File: src/rtl/modn_updown_counter.sv
// modn_updown_counter: runtime-programmable mod-N up/down counter.
// Counts within 0..mod-1 with a loadable modulus, direction control, enable,
// synchronous preset, combinational cascade carry (tc) and a registered wrap pulse.
// Optional feature: define MODN_CNT_SATURATE_EN to enable saturate mode (sat input);
// without it sat is ignored and sat_flag is tied low.
module modn_updown_counter #(
  parameter int unsigned WIDTH     = 8,
  parameter int unsigned N_DEFAULT = 12
) (
  input  logic             clk,
  input  logic             reset,
  input  logic             en,
  input  logic             up,
  input  logic             load,
  input  logic [WIDTH-1:0] load_val,
  input  logic             mod_wr,
  input  logic [WIDTH-1:0] mod_val,
  input  logic             sat,
  output logic [WIDTH-1:0] q,
  output logic [WIDTH-1:0] mod,
  output logic             tc,
  output logic             wrap,
  output logic             err,
  output logic             sat_flag
);

  logic [WIDTH-1:0] last;
  logic             at_top;
  logic             at_bottom;
  logic             at_term;
  logic             sat_mode;

  logic [WIDTH-1:0] q_next;
  logic [WIDTH-1:0] mod_next;
  logic             wrap_next;
  logic             err_next;
  logic             sat_set;
  logic             sat_clr;

  assign last      = mod - WIDTH'(1);
  assign at_top    = (q == last);
  assign at_bottom = (q == '0);
  assign at_term   = up ? at_top : at_bottom;

  // Carry for cascading: only meaningful when this stage is actually stepping.
  assign tc = en & ~reset & at_term;

`ifdef MODN_CNT_SATURATE_EN
  assign sat_mode = sat;
`else
  assign sat_mode = sat & 1'b0;
`endif

  // Next-state selection with priority mod_wr > load > en.
  always_comb begin
    q_next    = q;
    mod_next  = mod;
    wrap_next = 1'b0;
    err_next  = 1'b0;
    sat_set   = 1'b0;
    sat_clr   = 1'b0;
    if (mod_wr) begin
      if (mod_val < WIDTH'(2)) begin
        err_next = 1'b1;
      end else begin
        mod_next = mod_val;
        sat_clr  = 1'b1;
        if (q >= mod_val) begin
          q_next = '0;
        end
      end
    end else if (load) begin
      if (load_val < mod) begin
        q_next  = load_val;
        sat_clr = 1'b1;
      end else begin
        err_next = 1'b1;
      end
    end else if (en) begin
      if (at_term) begin
        if (sat_mode) begin
          sat_set = 1'b1;
        end else begin
          wrap_next = 1'b1;
          q_next    = up ? '0 : last;
        end
      end else begin
        q_next = up ? (q + WIDTH'(1)) : (q - WIDTH'(1));
      end
    end
  end

  // Count, modulus and single-cycle status pulses.
  always_ff @(posedge clk or posedge reset) begin
    if (reset) begin
      q    <= '0;
      mod  <= WIDTH'(N_DEFAULT);
      wrap <= 1'b0;
      err  <= 1'b0;
    end else begin
      q    <= q_next;
      mod  <= mod_next;
      wrap <= wrap_next;
      err  <= err_next;
    end
  end

`ifdef MODN_CNT_SATURATE_EN
  // Sticky saturation flag; a successful write clears it in preference to setting.
  always_ff @(posedge clk or posedge reset) begin
    if (reset) begin
      sat_flag <= 1'b0;
    end else if (sat_clr) begin
      sat_flag <= 1'b0;
    end else if (sat_set) begin
      sat_flag <= 1'b1;
    end
  end
`else
  logic unused_sat_ctl;
  assign unused_sat_ctl = sat_set | sat_clr;
  assign sat_flag       = unused_sat_ctl & 1'b0;
`endif

endmodule

File: config.mk
export PLATFORM = sky130hd
export DESIGN_NAME = modn_updown_counter
export DESIGN_NICKNAME = d
export VERILOG_FILES = /design/src/rtl/modn_updown_counter.sv
export SDC_FILE = /design/constraint.sdc
export NUM_CORES = 1
export LEC_CHECK = 0
export BUFFER_PORTS_ARGS = -buffer_cell sky130_fd_sc_hd__buf_2
export CAP_MARGIN = 10
export CORE_MARGIN = 5
export CORE_UTILIZATION = 25
export CTS_CLUSTER_SIZE = 30
export DETAILED_ROUTE_END_ITERATION = 16
export PLACE_DENSITY = 0.41
export SYNTH_ARGS = -nofsm -noshare
export SYNTH_HDL_FRONTEND = slang
export SYNTH_SLANG_ARGS = --single-unit
File: constraint.sdc
create_clock -name clk -period 6.9 [get_ports clk]
set_input_delay 0.69 -clock clk [delete_from_list [all_inputs] [get_ports clk]]
set_output_delay 0.69 -clock clk [all_outputs]
set_load 0.01 [all_outputs]
; ---- Word level (Yosys, flattened, before mapping)
; Cells that the tools add are included.
[op_classes]
n_addsub = 3
order_cmp = 3
eq_ne = 4
muxes = 18
bitwise_logic = 4
n_reduce_logical = 4
[ops]
columns = cell, n
row1 = 8-bit 2-to-1 mux, 9
row2 = 8-bit by 1-bit subtractor with 8-bit output (second input constant), 2
row3 = 1-bit 2-to-1 mux, 9
row4 = 8-bit by 1-bit adder with 8-bit output (second input constant), 1
row5 = 8-bit == test, 1
row6 = 8-bit greater-or-equal comparator, 1
row7 = 8-bit zero test, 1
row8 = 8-bit by 2-bit less-than comparator with 1-bit output (second input constant), 1
row9 = 8-bit less-than comparator, 1
row10 = 4-bit AND reduction, 1
row11 = 3-bit by 1-bit != test with 1-bit output (second input constant), 1
row12 = 3-bit nonzero test, 1
row13 = 1-bit bitwise AND, 2
row14 = 2-bit by 1-bit != test with 1-bit output (second input constant), 1
row15 = 2-bit != test (second input constant), 1
row16 = 1-bit inverter, 2
row17 = 2-bit AND reduction, 1
[totals]
regBits = 18
output_inout_bits = 20

; ---- Logic depth before layout (Yosys ltp)
; Gate-level depths: netlist of run 1.
[logic_depth]
depth_word = 7
depth_mapped = 10

; ---- Worst setup path after synthesis of run 1
; No wires, ideal clock.
[synth_timing]
kind = input port to flip-flop
start = input up
end = register q[7]
setup_ns = 0.082
arrival_ns = 2.689
required_time_ns = 6.818
slack_ns = 4.129
cell_stages = 9
cell_sequence = clkinv_1 > ha_1 > a21oi_1 > nor2b_1 > a311o_1 > o31a_1 > xnor2_1 > or3_1 > a31oi_1
[synth_between]
elab_chain_cells = 5
word_cells_on_any_way = 7
[synth_rtl]
columns = element, line
row1 = from (decl), 13  ; input logic up,
row2 = 8-bit 2-to-1 mux (tied with other cells), 88  ; q_next = up ? (q + WIDTH'(1)) : (q - WIDTH'(1));
row3 = 8-bit 2-to-1 mux (*), 80  ; if (at_term) begin
row4 = 8-bit 2-to-1 mux (*), 79  ; end else if (en) begin
row5 = 8-bit 2-to-1 mux (*), 72  ; end else if (load) begin
row6 = 8-bit 2-to-1 mux (*), 62  ; if (mod_wr) begin
row7 = to (signal assigned), 101  ; q <= q_next;
row8 = to (decl), 19  ; output logic [WIDTH-1:0] q,
; Every way passes the cells marked *; elsewhere a longest branch is shown, timed or not. The select of a mux whose other input is x is not followed.
; A chain may end at the register's enable or synchronous reset.

; ---- Worst setup path after layout of run 1
[layout_timing]
start = register mod[0]
end = output tc
[layout_between]
elab_chain_cells = 4
[layout_rtl]
columns = element, line
row1 = from (decl), 20  ; output logic [WIDTH-1:0] mod,
row2 = from (signal assigned), 97  ; mod <= WIDTH'(N_DEFAULT);
row3 = from (signal assigned), 102  ; mod <= mod_next;
row4 = 8-bit by 1-bit subtractor with 8-bit output, 40  ; assign last = mod - WIDTH'(1);
row5 = 8-bit == test, 41  ; assign at_top = (q == last);
row6 = 1-bit 2-to-1 mux, 43  ; assign at_term = up ? at_top : at_bottom;
row7 = 1-bit bitwise AND, 46  ; assign tc = en & ~reset & at_term;
row8 = to (decl), 21  ; output logic tc,
; No other way between the ends.

==> impl_metrics.toml, run 1 <==
[power]
combPwrFrac_pct = 57.7
switchingPower_mw = 0.302
ir_worst_vdd_uv = 133
sw_frac_of_total_pct = 46.1
powerDensity_nw_per_um2 = 295
p_seq_share_pct = 29.6
finalPower_mw = 0.655
power_frac_clock_pct = 12.7
power.leakage_nw = 1.03
power.internal_mw = 0.354

[drt]
wire_per_inst_um = 16.3
dr.pass1.iters = 4
wl_um = 5900
via_per_inst = 4.77
vias = 1728
drc = 0
drtIter0Drc = 59
antenna_left = 0

[yosys]
yosysTopAreaCell = "dfrtp_1"
yosys-top-cells-area = "dfrtp_1 21%, ha_1 15%, xnor2_1 5.6%"
syn_area_per_cell_um2 = 8.34
ys_types = 53
synth-edff-count = 0
synth_cells = 224
ys_warn_count = 0
yosysTopAreaCellShare_pct = 21.4
synth_area_um2 = 1870
synth_seq_cells = 18
synthArstFlopShare_pct = 100
yosysSeqAreaShare_pct = 24.2
synth_ff_type = "dfrtp_1"
synth_fp_nets = 270

[cells_and_area]
n_antenna_cell = 0
layout.cells.most_common = "buf_2"
final_cell_mix = "40 x buf_2, 22 x inv_1, 22 x nand2_1, 22 x ha_1"
syn2layout_area_growth_pct = 19.1
multi_input_area_um2 = 1310
final-seq-area_um2 = 453
finalInstanceArea_um2 = 2220
fill_cells = 824
nets = 310
drive_gt1_share_pct = 21.7
fin_util_pct = 30.7

[timing]
fin_hold_ws_ns = 0.543
period_minus_slack_ns = 3.49
drv_slew = 0
slew_headroom_pct = 47.7
worst_pin_slew_ns = 0.784
skew_ns = 0.00160
fin_crit_sh_pct = 50.6
setup_viol = 0
rsz0062_at_grt = "no"
fmax_mhz = 286
final-hold-violation-count = 0
setup_tns_ns = 0

[critical_path]
cp_cell_sequence = "inv_1, ha_1, nor3b_1, xnor2_1, nand4_1, nand4b_2, nand2_4, nand2_1, nor2_1, buf_2"
r2r_cells = 9
slowest_delay_ns = 0.49
cpMaxStageDelayCell = "dfrtp_1"
crit_required_ns = 6.21
crit_path_end_kind = "output port"
critPathKind = "reg2out"
crit_arrival_ns = 2.80
crit_fanout = 9
start_kind = "flop"

[clock_network]
cts_tree = "yes"
cts_root_buf = "clkbuf_8"
ctsResizeCount = 0
cts_sinks = 18
clk_pin_slew_ns = 0.08
htreeDepth = 1
clk_latency_ns = 0.26
cts_setup_buffers = 0
clk_path_buf_depth = 2
cts_hold_buf = 0
cts-buffers-inserted = 3

[floorplanning]
core_area_um2 = 7250
dieArea_um2 = 9300
initial_core_util_pct = 25.8
die_h_um = 96.4
die_w_um = 96.4
pin_count = 43
rows = 31

[placement]
port_buffers = 40
gp_congestion = 0.772
hpwl_um = 4710
placed_cell_area_um2 = 2180

[hold_path]
holdPathStages = 2
hold_class = "reg2reg"

[job]
max_cap_violations = 0

[global_routing]
grtUsageTotal_pct = 13.2
grt_antenna_before_repair = 0
grt_pass1_vias = 1743
grt_pass1_wl_um = 9300
grt_overflow = 0
grt_max_degree = 19

[status]
status = "complete, no violations"
==> final timing paths <==
path	from	endpoint	slack, ns
min	mod[3]	mod[3]	0.54
min reg2reg	mod[3]	mod[3]	0.54
max in group asynchronous	reset	q[3]	5.84
min in group asynchronous	reset	wrap	0.57
max	mod[0]	tc	3.41
max reg2reg	mod[0]	q[2]	4.07
==> cells in the mapped netlist (all sizes together) (2+ instances only) <==
library cell and n:
a211oi 3, a21oi 11, a22o 2, a311oi 2
a31oi 3, a32o 2, buf 2, clkbuf 4
dfrtp 16, dfstp 2, ha 22, inv 22
mux2 2, mux2i 2, nand2 23, nand2b 3
nand3 5, nand4 3, nor2 11, nor2b 6
nor3 10, nor4 2, o211ai 2, o21ai 16
o221ai 3, o31ai 3, or2 2, or3 3
or4 2, xnor2 12, xor2 6
==> metal layers <==
| layer | GRT usage (%) | vias up | part of all wire, % |
|---|---|---|---|
| met1 | 18.1 | 799 | 48 |
| met2 | 22.0 | 38 | 46 |
| met3 | 2.17 | 4 | 5.7 |
| met4 | 2.45 | 0 | 0.64 |
| met5 | 0 | - | 0 |
| li1 | - | 887 | - |
==> critical path: cells and delay by family (launching register included) <==
kind / cells / cell delay (ns)
XOR/XNOR: 1 / 0.18
adder cells (fa/ha/maj): 1 / 0.31
buffers and inverters: 2 / 0.27
flip-flops: 1 / 0.49
AND/OR/NAND/NOR: 6 / 1.28
==> per-stage QoR <==
step | instances | worst slack (ns)
6_report | 362 | 3.41
5_1_grt | 362 | 3.22
4_1_cts | 362 | 3.38
3_5_place_dp | 358 | 3.55
3_3_place_gp | 358 | 3.51
2_1_floorplan | 224 | 4.13
==> cells by family (layout without fill, tap and decap cells) <==
group                    count (synthesis)  after routing  share of synthesized area, %
AND/OR/NAND/NOR                         73             73                          21.0
AO/OA/AOI/OAI                           57             57                          20.8
buffers and inverters                   29             68                          6.09
adder cells (fa/ha/maj)                 23             23                          15.8
XOR/XNOR                                19             19                          9.64
flip-flops                              18             18                          24.2
multiplexers                             4              4                          2.28
other                                    1              1                         0.201
==> layout make-up <==
cell class              count  share of cell area [%]
multi-input cells         177                    58.8
well taps                  99                    5.57
flip-flops and latches     18                    20.4
repair buffers             41                    9.34
inverters                  23                    3.88
clock buffers               4                    2.02
==> power by group through the flow <==
stage | combinational (mW) | sequential (mW) | clock [mW]
6_report | 0.378 | 0.194 | 0.0832
5_1_grt | 0.426 | 0.200 | 0.0907
2_1_floorplan | 0.273 | 0.186 | 0
3_5_place_dp | 0.379 | 0.198 | 0
3_3_place_gp | 0.379 | 0.199 | 0
4_1_cts | 0.382 | 0.196 | 0.0871
==> flip-flops by register name, indices dropped and copies added, names as in the netlist <==
name,count
mod,8
q,8
err,1
wrap,1
Note: power is estimated with default switching activity, not from simulation.
==> run 2: changes to the inputs <==
- clock period: 6.9 -> 3.41 ns (I/O delays scaled with it)
==> run 2 against run 1 <==
Global-route usage fell by 0.071 points. Register-to-register slack got worse by 3.3 ns. Wire length fell by 1.1%. Clock skew rose by 0.0034 ns. Power rose by 110%. First-iteration DRC count rose by 47%.
==> impl_metrics.toml, run 2 (synthesis gave the netlist of run 1 again) <==
[status]
status = "complete, no violations"

[clock_network]
cts-buffers-inserted = 3
clk_pin_slew_ns = 0.08
cts_setup_buffers = 0
cts_hold_buf = 0
clk_path_buf_depth = 2
cts_root_buf = "clkbuf_8"
cts_tree = "yes"
clk_latency_ns = 0.26
cts_sinks = 18
htreeDepth = 1
ctsResizeCount = 0

[critical_path]
crit_fanout = 9
crit_required_ns = 3.07
start_kind = "flop"
crit_path_end_kind = "output port"
crit_arrival_ns = 2.61
critPathKind = "reg2out"

[power]
combPwrFrac_pct = 57.0
ir_worst_vdd_uv = 185
p_seq_share_pct = 29.0
power.internal_mw = 0.736
power.leakage_nw = 1.04
sw_frac_of_total_pct = 45.3
powerDensity_nw_per_um2 = 598
power_frac_clock_pct = 14.0
switchingPower_mw = 0.610

[placement]
gp_congestion = 0.811
hpwl_um = 4740
port_buffers = 40
pre_cts_ws_ns = 0.656

[floorplanning]
dieArea_um2 = 9300
die_w_um = 96.4
die_h_um = 96.4
core_area_um2 = 7250
initial_core_util_pct = 25.8
rows = 31
pin_count = 43

[timing]
setup_tns_ns = 0
worst_pin_slew_ns = 0.742
drv_slew = 0
setup_viol = 0
fmax_mhz = 339
slew_headroom_pct = 50.5
period_minus_slack_ns = 2.95
fin_crit_sh_pct = 86.5
rsz0062_at_grt = "no"
setup_ws_ns = 0.460
skew_ns = 0.00502
final-hold-violation-count = 0

[global_routing]
grt_pass1_wl_um = 9180
grt_util_met2_pct = 21.0
grt_antenna_before_repair = 0
grt_pass1_vias = 1707
grt_max_degree = 19
grt_use_met3_pct = 1.32
grtUsageTotal_pct = 13.1
grt_overflow = 0
busiest_layer = "met2"
met1_usage_pct = 18.8

[hold_path]
hold_class = "in2async"

[drt]
drc = 0
dr.pass1.iters = 4
antenna_left = 0
via_per_inst = 4.73
vias = 1722
wl_um = 5840
drtIter0Drc = 87
wire_per_inst_um = 16.0

[cells_and_area]
drive_gt1_share_pct = 22.6
syn2layout_area_growth_pct = 20.4
final_cell_mix = "40 x buf_2, 22 x inv_1, 22 x nand2_1, 22 x ha_1"
n_antenna_cell = 0
top_regs = "mod x8, q x8"
layout.cells.most_common = "buf_2"
nets = 312

[job]
max_cap_violations = 0
## run 2: worst paths after layout
kind                            start  endpoint  slack, ns  cells past startpoint
max                            mod[0]        tc       0.46                     10
min                             reset      q[1]       0.21                      2
max reg2reg                    mod[6]      q[7]       0.76                      8
min reg2reg                    mod[3]    mod[3]       0.55                      2
max in group asynchronous       reset    mod[0]       2.74                      2
min in group clk           mod_val[0]    mod[0]       0.33                      2
## run 2: metrics by stage
stage	cell area [um2]	hold WS (ns)	util, %	cells	power [mW]
after floorplan	1870	0.278	-	224	0.928
after global placement	2190	0.534	30.3	360	1.17
after detailed placement	2190	0.526	30.3	360	1.17
after CTS	2250	0.238	31.0	364	1.37
after global routing	2250	0.281	31.0	364	1.47
final	2250	0.208	31.0	364	1.35
## run 2: area by class of cell
| type | count | area [um2] |
|---|---|---|
| Sequential cell | 18 | 453 |
| Clock buffer | 4 | 55.1 |
| Tap cell | 99 | 124 |
| Fill cell | 820 | 5000 |
| Inverter | 23 | 86.3 |
| Timing Repair Buffer | 43 | 223 |
| Multi-Input combinational cell | 177 | 1310 |
## run 2: power by group through the flow
stage | Sequential (mW) | Combinational, mW | Clock (mW)
2_1_floorplan | 0.376 | 0.552 | 0
3_5_place_dp | 0.401 | 0.772 | 0
4_1_cts | 0.397 | 0.776 | 0.195
6_report | 0.390 | 0.767 | 0.188
5_1_grt | 0.406 | 0.862 | 0.206
3_3_place_gp | 0.402 | 0.771 | 0
## run 2: critical path, stage by stage, from the launching register on
cell and delay (ns):
dfrtp_1 0.49, inv_1 0.14, ha_1 0.30, nor3b_1 0.38, xnor2_1 0.16, nand4_1 0.11
nand4b_2 0.27, nand2_4 0.19, nand2_1 0.09, nor2_1 0.08, buf_2 0.13
## run 2: per-layer routing
metal / part of all wire (%) / up-vias
met5: 0 / -
met4: 0.89 / 0
met2: 45 / 39
met1: 51 / 788
met3: 3.4 / 5
li1: - / 890
==> run 3: changes to the inputs <==
- CORE_MARGIN: 5 -> not set
==> run 3 against run 2 <==
Sequential power is essentially flat. Power is 0.44% lower. Critical path depth unchanged. Clock power up 2%. Cell area decreased by 0.33%. Global-route usage grew 3.0 points. Clock skew decreased by 0.0016 ns. Via count rose by 1.2%. Count of clock-buffer cells in the layout unchanged. Final cell count shrank 0.27%. Register-to-register slack worse by 0.08 ns. Fmax down 3.6%. Largest power group unchanged.
==> impl_metrics.toml, run 3 (synthesis gave the netlist of run 1 again) <==
[status]
status = "complete, no violations"

[cells_and_area]
layout.cells.most_common = "buf_2"
final_cell_mix = "40 x buf_2, 22 x inv_1, 22 x nand2_1, 22 x ha_1"
nets = 311
fin_util_pct = 30.9
final_cells = 363
drive_gt1_share_pct = 22.3
top_regs = "mod x8, q x8"
n_antenna_cell = 0
syn2layout_area_growth_pct = 20.0

[floorplanning]
initial_core_util_pct = 25.8
die_h_um = 88.4
dieArea_um2 = 7820
rows = 31
core_area_um2 = 7250
die_w_um = 88.4
pin_count = 43

[clock_network]
clk_pin_slew_ns = 0.08
htreeDepth = 1
cts_root_buf = "clkbuf_8"
cts-buffers-inserted = 3
cts_setup_buffers = 0
clk_path_buf_depth = 2
cts_hold_buf = 0
cts_sinks = 18
ctsResizeCount = 0
clk_latency_ns = 0.27
cts_tree = "yes"

[timing]
final-hold-violation-count = 0
fmax_mhz = 327
rsz0062_at_grt = "no"
setup_tns_ns = 0
period_minus_slack_ns = 3.06
drv_slew = 0
slew_headroom_pct = 46.5
skew_ns = 0.00346
worst_pin_slew_ns = 0.802
fin_crit_sh_pct = 89.8
setup_viol = 0

[power]
ir_worst_vdd_uv = 215
power.leakage_nw = 1.04
finalPower_mw = 1.34
powerDensity_nw_per_um2 = 597

[placement]
port_buffers = 40
hpwl_um = 4570
gp_congestion = 0.814
dp.cells = 359

[critical_path]
rr_endpoint = "q[2]"
critPathKind = "reg2out"
crit_path_end_kind = "output port"
crit_fanout = 9
crit_arrival_ns = 2.72
start_kind = "flop"
r2r_cells = 9
reg2reg_slack_ns = 0.68
timing.rr.start = "mod[0]"
crit_required_ns = 3.07

[drt]
wire_per_inst_um = 15.7
drtIter0Drc = 88
vias = 1742
wl_um = 5720
drc = 0
dr.pass1.iters = 4
via_per_inst = 4.80
antenna_left = 0

[global_routing]
grt_pass1_vias = 1718
grt_pass1_wl_um = 9240
grtUsageTotal_pct = 16.1
grt_overflow = 0
grt_max_degree = 19
grt_antenna_before_repair = 0

[hold_path]
hold_class = "in2async"

[job]
max_cap_violations = 0
-- run 3: cell types whose count changed in the layout (fill, tap and decap cells not counted) --
cell,previous run,this run
buf_4,3,2
-- run 3: where the power goes --
part	leakage, nW	switching [mW]	internal, mW
Clock	0.0288	0.0890	0.103
Combinational	0.786	0.393	0.366
Sequential	0.224	0.122	0.266
-- run 3: worst max-delay path by stage --
| stage | start | end | slack [ns] |
|---|---|---|---|
| 3_3_place_gp | up | q[7] | 0.67 |
| 2_1_floorplan | mod[4] | q[0] | 0.95 |
| 5_1_grt | mod[0] | tc | 0.11 |
| 4_1_cts | mod[0] | tc | 0.32 |
| 3_5_place_dp | mod[0] | tc | 0.63 |
| 6_report | mod[0] | tc | 0.35 |
-- run 3: layout make-up --
| cell class | count | area [um2] |
|---|---|---|
| fill | 816 | 5010 |
| multi-input combinational | 177 | 1310 |
| sequential | 18 | 453 |
| clock buffer | 4 | 55.1 |
| timing repair buffer | 42 | 215 |
| tap | 99 | 124 |
| inverter | 23 | 86.3 |
-- run 3: routing by layer --
| metal | GRT usage, % | part of all wire, % | up-vias |
|---|---|---|---|
| li1 | - | - | 892 |
| met1 | 22.4 | 50 | 814 |
| met2 | 26.1 | 45 | 31 |
| met3 | 1.87 | 3.2 | 5 |
| met4 | 4.84 | 1.3 | 0 |
| met5 | 0 | 0 | - |
-- run 3: stage by stage --
stage	cell area [um2]	hold WS [ns]	setup slack [ns]
finish	2240	0.227	0.349
CTS	2240	0.256	0.317
detailed placement	2190	0.531	0.630
global route	2240	0.285	0.112
floorplan	1870	0.278	0.954
global placement	2190	0.533	0.669
-- run 3: worst max-delay path: stages, from the launching register on --
cell and delay, ns:
dfrtp_1 0.48, inv_1 0.14, ha_1 0.30, nor3b_1 0.39, xnor2_1 0.17, nand4_1 0.10, nand4b_2 0.33, nand2_4 0.23
nand2_1 0.10, nor2_1 0.09, buf_2 0.13
